$ cat src/rtl/multiplexer_pkg.sv
// multiplexer_pkg: shared mode encodings for the round-robin multiplexer
package multiplexer_pkg;
  localparam logic MODE_FIXED = 1'b0;
  localparam logic MODE_RR    = 1'b1;
endpackage

$ cat src/rtl/multiplexer_rr_arbiter.sv
// rr_arbiter: combinational round-robin grant search starting at a pointer
module rr_arbiter #(
  parameter int CHANNELS = 4,
  parameter int SEL_W    = $clog2(CHANNELS)
) (
  input  logic [CHANNELS-1:0] i_req,
  input  logic [SEL_W-1:0]    i_ptr,
  output logic [CHANNELS-1:0] o_grant,
  output logic [SEL_W-1:0]    o_idx,
  output logic                o_any
);
  function automatic logic [SEL_W-1:0] wrap(input logic [SEL_W-1:0] p, input int k);
    int s;
    s = int'(p) + k;
    return SEL_W'(s >= CHANNELS ? s - CHANNELS : s);
  endfunction
  // scan from the farthest offset back to ptr so the nearest requester wins
  always_comb begin
    o_any = 1'b0;
    o_idx = '0;
    for (int k = CHANNELS - 1; k >= 0; k--) begin
      if (i_req[wrap(i_ptr, k)]) begin
        o_any = 1'b1;
        o_idx = wrap(i_ptr, k);
      end
    end
    o_grant = o_any ? CHANNELS'(1) << o_idx : '0;
  end
endmodule

$ cat src/rtl/multiplexer_rr.sv
// multiplexer_rr: registered N-channel valid/ready mux with fixed or round-robin select
module multiplexer_rr
  import multiplexer_pkg::*;
#(
  parameter int WIDTH    = 8,
  parameter int CHANNELS = 4,
  parameter int SEL_W    = $clog2(CHANNELS)
) (
  input  logic                      clk,
  input  logic                      reset,
  input  logic                      mode,
  input  logic [SEL_W-1:0]          Select,
  input  logic [CHANNELS*WIDTH-1:0] in_data,
  input  logic [CHANNELS-1:0]       in_valid,
  output logic [CHANNELS-1:0]       in_ready,
  output logic [WIDTH-1:0]          out_data,
  output logic [SEL_W-1:0]          out_channel,
  output logic                      out_valid,
  input  logic                      out_ready
);
  logic [SEL_W-1:0]    r_ptr;
  logic [CHANNELS-1:0] w_rr_grant;
  logic [SEL_W-1:0]    w_rr_idx;
  logic                w_rr_any;
  logic                w_fix_any;
  logic                w_any;
  logic [SEL_W-1:0]    w_idx;
  logic                w_accept;
  logic                w_xfer;
  logic [WIDTH-1:0]    w_data;

  rr_arbiter #(.CHANNELS(CHANNELS), .SEL_W(SEL_W)) u_arb (
    .i_req   (in_valid),
    .i_ptr   (r_ptr),
    .o_grant (w_rr_grant),
    .o_idx   (w_rr_idx),
    .o_any   (w_rr_any)
  );

  // grant mux, accept and handshake; reset blocks any transfer so nothing is taken during it
  always_comb begin
    w_fix_any = (int'(Select) < CHANNELS) && in_valid[Select];
    w_any     = mode == MODE_RR ? w_rr_any : w_fix_any;
    w_idx     = mode == MODE_RR ? w_rr_idx : Select;
    w_accept  = !reset && (!out_valid || out_ready);
    w_xfer    = w_any && w_accept;
    w_data    = in_data[w_idx*WIDTH +: WIDTH];
    in_ready  = !w_accept ? '0 : mode == MODE_RR ? w_rr_grant : w_fix_any ? CHANNELS'(1) << Select : '0;
  end

  // output register and pointer; a stall holds everything, only RR transfers move the pointer
  always_ff @(posedge clk) begin
    if (reset) begin
      out_valid   <= 1'b0;
      out_data    <= '0;
      out_channel <= '0;
      r_ptr       <= '0;
    end else if (w_accept) begin
      out_valid <= w_xfer;
      if (w_xfer) begin
        out_data    <= w_data;
        out_channel <= w_idx;
      end
      if (w_xfer && mode == MODE_RR)
        r_ptr <= w_idx == SEL_W'(CHANNELS - 1) ? '0 : w_idx + 1'b1;
    end
  end
endmodule

$ cat config.mk
export PLATFORM = sky130hd
export DESIGN_NAME = multiplexer_rr
export DESIGN_NICKNAME = d
export VERILOG_FILES = /design/src/rtl/multiplexer_pkg.sv /design/src/rtl/multiplexer_rr_arbiter.sv /design/src/rtl/multiplexer_rr.sv
export SDC_FILE = /design/constraint.sdc
export NUM_CORES = 1
export LEC_CHECK = 0
export CAP_MARGIN = 20
export CORE_MARGIN = 10
export CORE_UTILIZATION = 36
export CTS_CLUSTER_SIZE = 30
export DETAILED_ROUTE_END_ITERATION = 8
export HOLD_SLACK_MARGIN = 0.03
export PLACE_DENSITY_LB_ADDON = 0.12
export RECOVER_POWER = 100
export SLEW_MARGIN = 10
export SYNTH_ARGS = -nofsm -noshare
export SYNTH_HDL_FRONTEND = slang
export SYNTH_SLANG_ARGS = --single-unit
$ cat constraint.sdc
create_clock -name clk -period 3 [get_ports clk]
set_input_delay 0.6 -clock clk [delete_from_list [all_inputs] [get_ports clk]]
set_output_delay 0.6 -clock clk [all_outputs]
set_load 0.05 [all_outputs]
# Word-level counts from Yosys, hierarchy flattened
# Index checks and enable logic that the tools add are counted.
# Widths: inputs -> output; s select.
# word_totals
ff_bits	13
output_inout_bits	15
elab_cells	62
# classes
n_addsub	8
order_cmp	9
eq_ne	1
shift	3
n_mux	29
n_reduce_logical	8
# op_table
operator	count
$shiftx 32x6->8	1
$mux 2	10
$mux 4	4
$lt 2x3->1 const B	5
$bmux 1 s2	5
$mux 1	10
$ge 3x3->1 const B	3
$shl 1x2->4 const A	2
$sub 2x1->2 const B	4
$add 2x2->3 const B	2
$reduce_and 2->1	2
$add 2x1->3 const B	1
$ge 2x3->1 const B	1
$logic_and 1x1->1	3
$add 2x1->2 const B	1
$eq 2x2->1 const B	1
$logic_not 1->1	2
$logic_or 1x1->1	1

# Logic depth before layout (Yosys ltp)
# Gate-level depths: netlist (run 1).
# depth
depth_word	13
mapped_depth	7
depth_no_buf	6

# Hierarchy
# From an unflattened synthesis (run 1), not the netlist that was laid out.
# unflattened
hier_cells	131
hier_area_um2	1141.1
# modules_own_cells
module	n_inst	cells_per_inst	area_per_inst_um2
multiplexer_rr	1	102	958.4
rr_arbiter	1	29	182.7

# Worst setup path after synthesis (run 1)
# OpenSTA, ideal clock, no wires.
# synth_timing
path_type	in2out
from	input port in_valid[2]
to	output port in_ready[2]
t_arrival_ns	2.147
t_required_ns	2.400
slack_ns	0.253
path_stages	5
path_cell_list	inv_1 o32ai_1 nor2_1 o32a_1 nor2_1
# synth_between
elab_chain_cells	10
word_cells_on_any_way	23
cone_classes	shift (1); mux (22)
# synth_rtl
element	line_no	source
start, declared	multiplexer_rr.sv:14	input logic [CHANNELS-1:0] in_valid,
$bmux 1 s2	multiplexer_rr_arbiter.sv:22	if (i_req[wrap(i_ptr, k)]) begin
$mux 1 (implied by the code)	multiplexer_rr_arbiter.sv:22	
$mux 2 (4 in series)	multiplexer_rr_arbiter.sv:22	
$shl 1x2->4	multiplexer_rr_arbiter.sv:27	o_grant = o_any ? CHANNELS'(1) << o_idx : '0;
$mux 4	multiplexer_rr_arbiter.sv:27	
$mux 4 (*) (2 in series)	multiplexer_rr.sv:48	in_ready = !w_accept ? '0 : mode == MODE_RR ? w_rr_grant : w_fix_any ? CHANNELS'(1) << Select : '0;
end, declared	multiplexer_rr.sv:15	output logic [CHANNELS-1:0] in_ready,
# Mark *: on every way between the ends. The rest lies on a longest branch, timed or not. The select of a mux whose other input is x is not followed.

# Worst setup path in the final report (run 1)
# layout_timing
from	input port in_valid[3]
to	output port in_ready[3]
# The elaborated chain is that of the path after synthesis.

==> results of run 1 <==
## power by group through the flow
stage | sequential [uW] | clock [uW] | combinational [uW]
floorplan | 281 | 0 | 105
global placement | 210 | 0 | 323
detailed placement | 212 | 0 | 329
CTS | 208 | 115 | 331
global route | 210 | 126 | 335
finish | 206 | 109 | 315
## cell families (layout without fill, tap and decap cells)
logic type	Yosys count	after routing	synth area share [%]
buffers and inverters	7	84	4.19
DFF	13	13	29.1
muxes	17	17	19.8
AOI/OAI and AO/OA	31	31	31.3
and+or+nand+nor	26	26	15.6
## registers in the layout (all words and copies together), names as in the netlist
register and count:
out_data 8, out_channel 2, out_valid 1, r_ptr 2
## worst reg2reg max path, delay by kind of cell (launching register included)
family | cells | cell delay, ps
compound gates | 2 | 620
mux | 2 | 620
buf+inv | 2 | 540
flops | 1 | 470
simple gates | 1 | 70
## cells in the final DEF, fill, tap and decap left out, types with 2 or more instances in the layout
master | Yosys | routed
inv_1 | 5 | 5
clkdlybuf4s50_1 | 0 | 38
dlygate4sd3_1 | 0 | 11
or2_2 | 2 | 2
nand2b_1 | 6 | 6
o221a_2 | 3 | 3
dlymetal6s2s_1 | 0 | 2
a21o_1 | 3 | 3
clkbuf_4 | 0 | 4
clkbuf_1 | 1 | 7
dfxtp_1 | 13 | 13
mux2i_1 | 11 | 11
o22ai_1 | 2 | 2
nor2_1 | 10 | 9
a21oi_1 | 5 | 4
buf_12 | 0 | 3
a22oi_1 | 4 | 4
a221o_1 | 4 | 4
buf_4 | 0 | 13
mux2_2 | 5 | 5
## timing repair
| action | in CTS | in global routing |
|---|---|---|
| pin swaps | 1 | 1 |
| resized for setup | 3 | 2 |
| hold buffers | 0 | 0 |
| setup endpoints to repair | 3 | 4 |
## cell type report
type	count	area [um2]	area share, %
clock buffer	4	26.3	1.58
sequential	13	260	15.7
timing repair buffer	75	712	42.9
inverter	5	18.8	1.13
multi-input combinational	74	604	36.4
tap	30	37.5	2.26
## worst max-delay path by stage
stage | endpoint | slack (ps) | depth (start not counted)
2_1_floorplan | in_ready[2] | 250 | 5
3_3_place_gp | in_ready[2] | 20 | 8
3_5_place_dp | in_ready[1] | -30 | 7
4_1_cts | in_ready[2] | 20 | 8
5_1_grt | in_ready[0] | 50 | 8
6_report | in_ready[3] | 140 | 7
## per-layer routing
metal  vias up  part of all wire [%]
li1        513                     -
met1       478                    39
met2        36                    54
met3         2                   6.6
met4         0                  0.41
met5         -                     0
## stage by stage
step	util, %	hold slack, ps	area (um2)
after floorplan	-	504	896
after global placement	67.6	440	1650
after detailed placement	67.6	445	1650
after CTS	68.9	472	1680
after global routing	68.2	504	1660
final	68.2	457	1660
==> Flow_metrics.wiki, run 1 <==
{| class="wikitable"
! Metric !! Value
|-
| Run status || finished clean
|-
| Final worst clock skew || 9.24 ps
|-
| Type of the most critical hold path || reg -> reg
|-
| Remaining max-slew budget at the tightest pin || 65.4%
|-
| Final hold violations || 0
|-
| Combined global-route utilization of all metal layers || 12.8%
|-
| Deepest level of the CTS H-tree || 1
|-
| Combined area of all synthesized cells || 896 um2
|-
| Die outline width || 69.9 um
|-
| Most used standard cell by instance count after synthesis || dfxtp_1
|-
| Crit path capture type || output port
|-
| Number of enable-type register cells in the synthesized netlist || 0
|-
| Power spent charging and discharging nets || 234 uW
|-
| Initial core utilization || 36.8%
|-
| Peak fanout along the critical path || 3
|-
| Synthesized Nets || 136
|-
| Clock power share || 17.3%
|-
| Combined buffer and inverter count along the critical path || 3
|-
| Critical path's slowest cell || clkdlybuf4s50_1
|-
| Startpoint of the most critical hold path || out_channel[1]
|-
| Worst voltage drop across the vdd grid || 0.279 mV
|-
| Lkg Pwr || 0.000724 uW
|-
| Final-stage net count || 214
|-
| Remaining number of nets flagged by the antenna check after routing || 0
|-
| Share of synthesized flip-flops with an asynchronous set or reset || 0%
|-
| Setup repair after global routing missed its margin || false
|-
| Global-route wire length before repair || 5320 um
|-
| Required time of the critical path || 2400 ps
|-
| Final critical-path setup slack || 138 ps
|-
| Top flip-flop cell by instance count after synthesis || dfxtp_1
|-
| Actual slew at the worst max-slew pin || 518 ps
|-
| Syn_area_per_cell || 9.53 um2
|-
| Placed instance count || 197
|-
| Std cell rows || 18
|-
| Worst R2R End || out_data[0]
|-
| DP HPWL || 2730 um
|-
| Combinational share of power || 49.9%
|-
| Yosys top cell by area || dfxtp_1
|-
| Number of setup buffers added after CTS || 0
|-
| Area growth syn-to-layout || 85.2%
|-
| Overall routed net length || 3160 um
|-
| Kind of start point of the critical path || primary input
|-
| Arr. time, crit path || 2260 ps
|-
| Register share of total power || 32.8%
|-
| Count of vias placed by the detailed router || 1029
|-
| Initial antenna violation count || 0
|-
| Clock root buffer || clkbuf_4
|-
| Start point of the critical path || in_valid[3]
|-
| Cells after synthesis || 94
|-
| Number of DRC markers after the initial detailed-route iteration || 30
|-
| Total power consumption of the routed design || 630 uW
|-
| Worst slack after detailed placement || -31.7 ps
|-
| Area share of the largest cell type after synthesis || 29.1%
|-
| Routability cong. || 0.786
|-
| Core box area || 2430 um2
|-
| Ant. Diodes || 0
|-
| Number of max-capacitance violations reported || 0
|-
| Average detailed-routed wire length per instance || 15.7 um
|-
| Post-route fraction of the period consumed by the critical path || 95.4%
|-
| Detail-routed via count per cell || 5.12
|-
| Total number of yosys warnings || 0
|-
| Routing layer with the top usage in global route || met2
|-
| Clock sink total || 13
|-
| Internal power summed over all cells || 397 uW
|-
| Final critical-path required period || 2860 ps
|-
| Number of distinct standard cells referenced by the synthesized netlist || 34
|-
| Largest net degree at the start of global routing || 10
|-
| Peak Freq || 0.349 GHz
|-
| IO buf count || 56
|-
| Number of filler instances in the final layout || 215
|-
| Clock transition time at the flip-flop clock pins of the worst setup and hold paths || 90 ps
|-
| Number of failing setup endpoints in the final timing report || 0
|-
| Share of cells above drive strength 1 || 21.6%
|-
| Fraction of power spent switching nets || 37.1%
|-
| Endpoint, Worst Hold || out_channel[1]
|-
| Number of DRC violations after detailed routing || 0
|-
| TritonCTS clock tree || built
|-
| Height of the chip || 69.9 um
|-
| GR met1 Demand/Resource || 12.8%
|-
| Inserted Clock Buffers || 3
|-
| Non-filler cells, final || 201
|-
| Flip-flop and latch count after synthesis || 13
|-
| Max Slew Vio Count || 0
|-
| I/O pin count || 57
|-
| Overflow after GRT || 0
|-
| Latest clock arrival within the worst-skew pair || 270 ps
|-
| Max clock buf depth || 2
|-
| Worst-case register-to-register setup slack || 570 ps
|-
| Proportion of synthesized chip area in sequential cells || 29.1%
|-
| Cell count of the worst reg-to-reg path || 7
|-
| Fraction of met3 tracks used by global routing || 5.37%
|-
| Ordered cell list for the critical path || clkdlybuf4s50_1 > clkbuf_1 > mux2i_1 > or2_2 > o22ai_1 > and2_2 > buf_12
|-
| Final TNS setup || 0 ps
|-
| Area of the die || 4880 um2
|-
| Leading post-synthesis cells by instance count || dfxtp_1, mux2i_1, nor2_1
|-
| Number of global-route vias before repair || 1162
|-
| Family of cells with the greatest summed delay on the critical path || buffers and inverters
|-
| Launch instance of the worst register-to-register path || r_ptr[1]
|-
| CP peak stage delay || 540 ps
|-
| Met2 layer usage reported by global route || 23.8%
|-
| Number of optimization iterations in the first detailed-route pass || 4
|-
| Worst Hold Path Cells || 1
|-
| Power per cell area || 380 nW/um2
|-
| Crit Path Category || in -> out
|-
| Most area-consuming cells after synthesis || dfxtp_1, mux2i_1, mux2_2
|}
Power figures use the tool's default switching activity.
==> run 2: changes to the inputs <==
ABC_AREA = 1   (was default)
CORE_UTILIZATION = 40   (was 36)
==> run 2 against run 1 <==
  * Die area rose by 11%
  * Clock power grew 4%
  * Worst hold slack better by 14 ps
  * Area after synthesis increased by 29%
  * Global-route usage is 1.5 points higher
  * Synthesized cell count grew 130%
  * Wire length increased by 23%
  * First-iteration DRC count increased by 140%
  * Utilization is 0.42 points lower
==> Flow_metrics.wiki, run 2 <==
{| class="wikitable"
! Metric !! Value
|-
| Ordered cell list for the critical path || clkdlybuf4s50_1 > inv_2 > nand2_2 > nand2_2 > nor2_1 > a21oi_2 > nand2_1 > nand3_2 > nand2_2 > inv_1 > a21oi_1 > a211oi_2 > clkbuf_16 (was clkdlybuf4s50_1 > clkbuf_1 > mux2i_1 > or2_2 > o22ai_1 > and2_2 > buf_12)
|-
| Number of DRC violations after detailed routing || 0 (unchanged)
|-
| Synthesized Nets || 255 (was 136)
|-
| CP dominant cell by count || nand2_2
|-
| Cells after synthesis || 213 (was 94)
|-
| Lkg Pwr || 0.000960 uW (was 0.000724 uW)
|-
| Flip-flop and latch count after synthesis || 13 (unchanged)
|-
| Worst slack on hold paths || 471 ps (was 457 ps)
|-
| Latest clock arrival within the worst-skew pair || 280 ps (was 270 ps)
|-
| Count of vias placed by the detailed router || 1516 (was 1029)
|-
| Actual slew at the worst max-slew pin || 788 ps (was 518 ps)
|-
| Clock power share || 14.8% (was 17.3%)
|-
| Peak Freq || 0.341 GHz (was 0.349 GHz)
|-
| Max clock buf depth || 2 (unchanged)
|-
| Simple-gate area share of the yosys netlist || 58.7% (was 15.6%)
|-
| I/O pin count || 57 (unchanged)
|-
| Internal power summed over all cells || 416 uW (was 397 uW)
|-
| Arr. time, crit path || 2340 ps (was 2260 ps)
|-
| Register ranked first by flip-flop count || out_data (unchanged)
|-
| Largest net degree at the start of global routing || 19 (was 10)
|-
| Critical path's slowest cell || clkdlybuf4s50_1 (unchanged)
|-
| Worst voltage drop across the vdd grid || 0.277 mV (was 0.279 mV)
|-
| Met1 Routed Length || 1520 um (was 1240 um)
|-
| Global-route wire length before repair || 6470 um (was 5320 um)
|-
| Average detailed-routed wire length per instance || 12.8 um (was 15.7 um)
|-
| Most frequent cells in the layout || nand2_1, nand3_1, clkdlybuf4s50_1 (was clkdlybuf4s50_1, dfxtp_1, buf_4)
|-
| Share of synthesized flip-flops with an asynchronous set or reset || 0% (unchanged)
|-
| Adder-cell area share of the yosys netlist || 0% (unchanged)
|-
| Largest registers || out_data: 8 flops, out_channel: 2 flops, r_ptr: 2 flops (unchanged)
|-
| Overflow after GRT || 0 (unchanged)
|-
| Number of distinct standard cells referenced by the synthesized netlist || 20 (was 34)
|-
| Share of cells above drive strength 1 || 13.7% (was 21.6%)
|-
| Share of cell area taken by muxes after synthesis || 0% (was 19.8%)
|-
| Routed met3 length || 417 um (was 210 um)
|-
| Combined area of all synthesized cells || 1150 um2 (was 896 um2)
|-
| CP peak stage delay || 440 ps (was 540 ps)
|-
| Uppermost signal routing layer after detailed routing || met4 (unchanged)
|-
| Routability cong. || 0.920 (was 0.786)
|-
| Area share of the largest cell type after synthesis || 27.4% (was 29.1%)
|-
| Final-stage net count || 314 (was 214)
|-
| Kind of start point of the critical path || primary input (unchanged)
|-
| Std cell rows || 19 (was 18)
|-
| Number of enable-type register cells in the synthesized netlist || 0 (unchanged)
|-
| Cell Area, Placed || 1780 um2 (was 1650 um2)
|-
| Syn_area_per_cell || 5.41 um2 (was 9.53 um2)
|-
| Power spent charging and discharging nets || 346 uW (was 234 uW)
|-
| Clock root buffer || clkbuf_4 (unchanged)
|-
| Yosys top cell by area || nand2_1 (was dfxtp_1)
|-
| DP HPWL || 3050 um (was 2730 um)
|-
| Inserted Clock Buffers || 3 (unchanged)
|-
| Height of the chip || 73.7 um (was 69.9 um)
|-
| Area growth syn-to-layout || 62.2% (was 85.2%)
|-
| Area of the die || 5430 um2 (was 4880 um2)
|-
| Most area-consuming cells after synthesis || nand2_1, dfxtp_1, nand3_1 (was dfxtp_1, mux2i_1, mux2_2)
|-
| Clock transition time at the flip-flop clock pins of the worst setup and hold paths || 80 ps (was 90 ps)
|-
| Number of global-route vias before repair || 1460 (was 1162)
|-
| IO buf count || 56 (unchanged)
|-
| Deepest level of the CTS H-tree || 1 (unchanged)
|-
| Register share of total power || 27.5% (was 32.8%)
|-
| Peak fanout along the critical path || 4 (was 3)
|-
| Fraction of power spent switching nets || 45.4% (was 37.1%)
|-
| Leading post-synthesis cells by instance count || nand2_1, nand3_1, inv_1 (was dfxtp_1, mux2i_1, nor2_1)
|-
| Ant. Diodes || 0 (unchanged)
|-
| Final critical-path required period || 2940 ps (was 2860 ps)
|-
| Post-route cell area || 1870 um2 (was 1660 um2)
|-
| Combined global-route utilization of all metal layers || 14.2% (was 12.8%)
|-
| Total number of yosys warnings || 0 (unchanged)
|-
| Remaining number of nets flagged by the antenna check after routing || 0 (unchanged)
|-
| Max FFs per register || 8 (unchanged)
|-
| Hold_buf cts || 0 (unchanged)
|-
| TritonCTS clock tree || built (unchanged)
|-
| Run status || finished clean (unchanged)
|-
| Initial core utilization || 41.8% (was 36.8%)
|-
| Top flip-flop cell by instance count after synthesis || dfxtp_1 (unchanged)
|-
| Most common cell after layout, fill and taps aside || nand2_1 (was clkdlybuf4s50_1)
|-
| Met2 wire len || 1910 um (was 1690 um)
|-
| Final hold violations || 0 (unchanged)
|-
| Number of optimization iterations in the first detailed-route pass || 4 (unchanged)
|-
| Die outline width || 73.7 um (was 69.9 um)
|-
| Proportion of synthesized chip area in sequential cells || 22.6% (was 29.1%)
|-
| Clock sink total || 13 (unchanged)
|-
| Max Slew Vio Count || 0 (unchanged)
|-
| Xor-xnor portion of the synthesized cell area || 0% (unchanged)
|-
| Crit Path Category || in -> out (unchanged)
|-
| Complex-gate fraction of the synthesized area || 7.71% (was 31.3%)
|-
| Core box area || 2760 um2 (was 2430 um2)
|-
| Initial antenna violation count || 0 (unchanged)
|-
| Combinational share of power || 57.6% (was 49.9%)
|-
| Type of the most critical hold path || reg -> reg (unchanged)
|-
| Overall routed net length || 3880 um (was 3160 um)
|-
| Dominant combinational cell family by area after synthesis || simple AND/OR/NAND/NOR gates (was compound AO/OA/AOI/OAI gates)
|-
| Final worst clock skew || 1.21 ps (was 9.24 ps)
|-
| Number of DRC markers after the initial detailed-route iteration || 72 (was 30)
|-
| Crit path capture type || output port (unchanged)
|-
| Required time of the critical path || 2400 ps (about the same)
|-
| Number of failing setup endpoints in the final timing report || 0 (unchanged)
|-
| Most used standard cell by instance count after synthesis || nand2_1 (was dfxtp_1)
|-
| Number of max-capacitance violations reported || 0 (unchanged)
|-
| Power per cell area || 408 nW/um2 (was 380 nW/um2)
|-
| Post-route fraction of the period consumed by the critical path || 97.8% (was 95.4%)
|-
| Detail-routed via count per cell || 5.02 (was 5.12)
|-
| Remaining max-slew budget at the tightest pin || 46.9% (was 65.4%)
|}
-- run 2: cell count changes after synthesis, moves of 3 or more --
| cell | before | now |
|---|---|---|
| inv_1 | 5 | 22 |
| nand2b_1 | 6 | 0 |
| nand2_1 | 1 | 84 |
| mux2i_1 | 11 | 0 |
| nand2_2 | 0 | 7 |
| a22oi_1 | 4 | 0 |
| o221a_2 | 3 | 0 |
| mux2_2 | 5 | 0 |
| a21o_1 | 3 | 0 |
| nor2_1 | 10 | 13 |
| a221o_1 | 4 | 0 |
| a21oi_1 | 5 | 9 |
| nand3_1 | 0 | 45 |
-- run 2: final timing paths --
kind               startpoint           to  slack (ps)  cells past startpoint
setup / recovery  in_valid[0]  in_ready[2]          60                     13
hold / removal    out_data[2]  out_data[2]         470                      2
setup reg to reg     r_ptr[0]  out_data[6]         500                     16
hold reg to reg   out_data[2]  out_data[2]         470                      2
-- run 2: timing repair --
action	CTS	global route
setup endpoints to repair	0	4
buffers inserted	0	1
resized for setup	0	20
-- run 2: cells by family after synthesis --
group / Yosys count
buffers and inverters: 30
AO/OA/AOI/OAI: 16
AND/OR/NAND/NOR: 154
flip-flops: 13
-- run 2: area by class of cell --
| cell class | instances | area, um2 |
|---|---|---|
| inverters | 24 | 90.1 |
| well taps | 31 | 38.8 |
| multi-input cells | 170 | 811 |
| repair buffers | 60 | 643 |
| clock buffers | 4 | 26.3 |
| flip-flops and latches | 13 | 260 |
| fillers | 258 | 888 |
-- run 2: power by group through the flow --
stage               combinational [uW]  clock (uW)  sequential, uW
global route                       480         124             213
detailed placement                 430           0             215
finish                             439         113             210
CTS                                432         117             211
floorplan                          197           0             295
global placement                   428           0             214
-- run 2: metal layers --
layer	GRT usage, %	vias to the layer above
met5	0	-
met1	15.6	672
met2	23.6	45
met3	7.13	4
li1	-	795
met4	4.14	0
-- run 2: worst max-delay path: cells and delay by family --
kind	cells	cell delay (ps)
compound gates	3	470
simple gates	6	470
buf+inv	4	810
-- run 2: per-stage QoR --
stage          total power (uW)  cells  util, %  setup TNS, ps  worst slack (ps)
2_1_floorplan               492    213        -              0               311
3_3_place_gp                643    297     64.7              0              29.8
3_5_place_dp                645    297     64.7              0              9.63
4_1_cts                     760    301     65.6              0              1.14
5_1_grt                     818    302     67.8          -58.0             -52.3
6_report                    762    302     67.8              0              64.5
==> run 3: changes to the inputs <==
ABC_CLOCK_PERIOD_IN_PS = 3000   (was default)
SLEW_MARGIN = 15   (was 10)
==> results of run 3 <==
Final layout, timing and power as in run 2 (identical DEF).
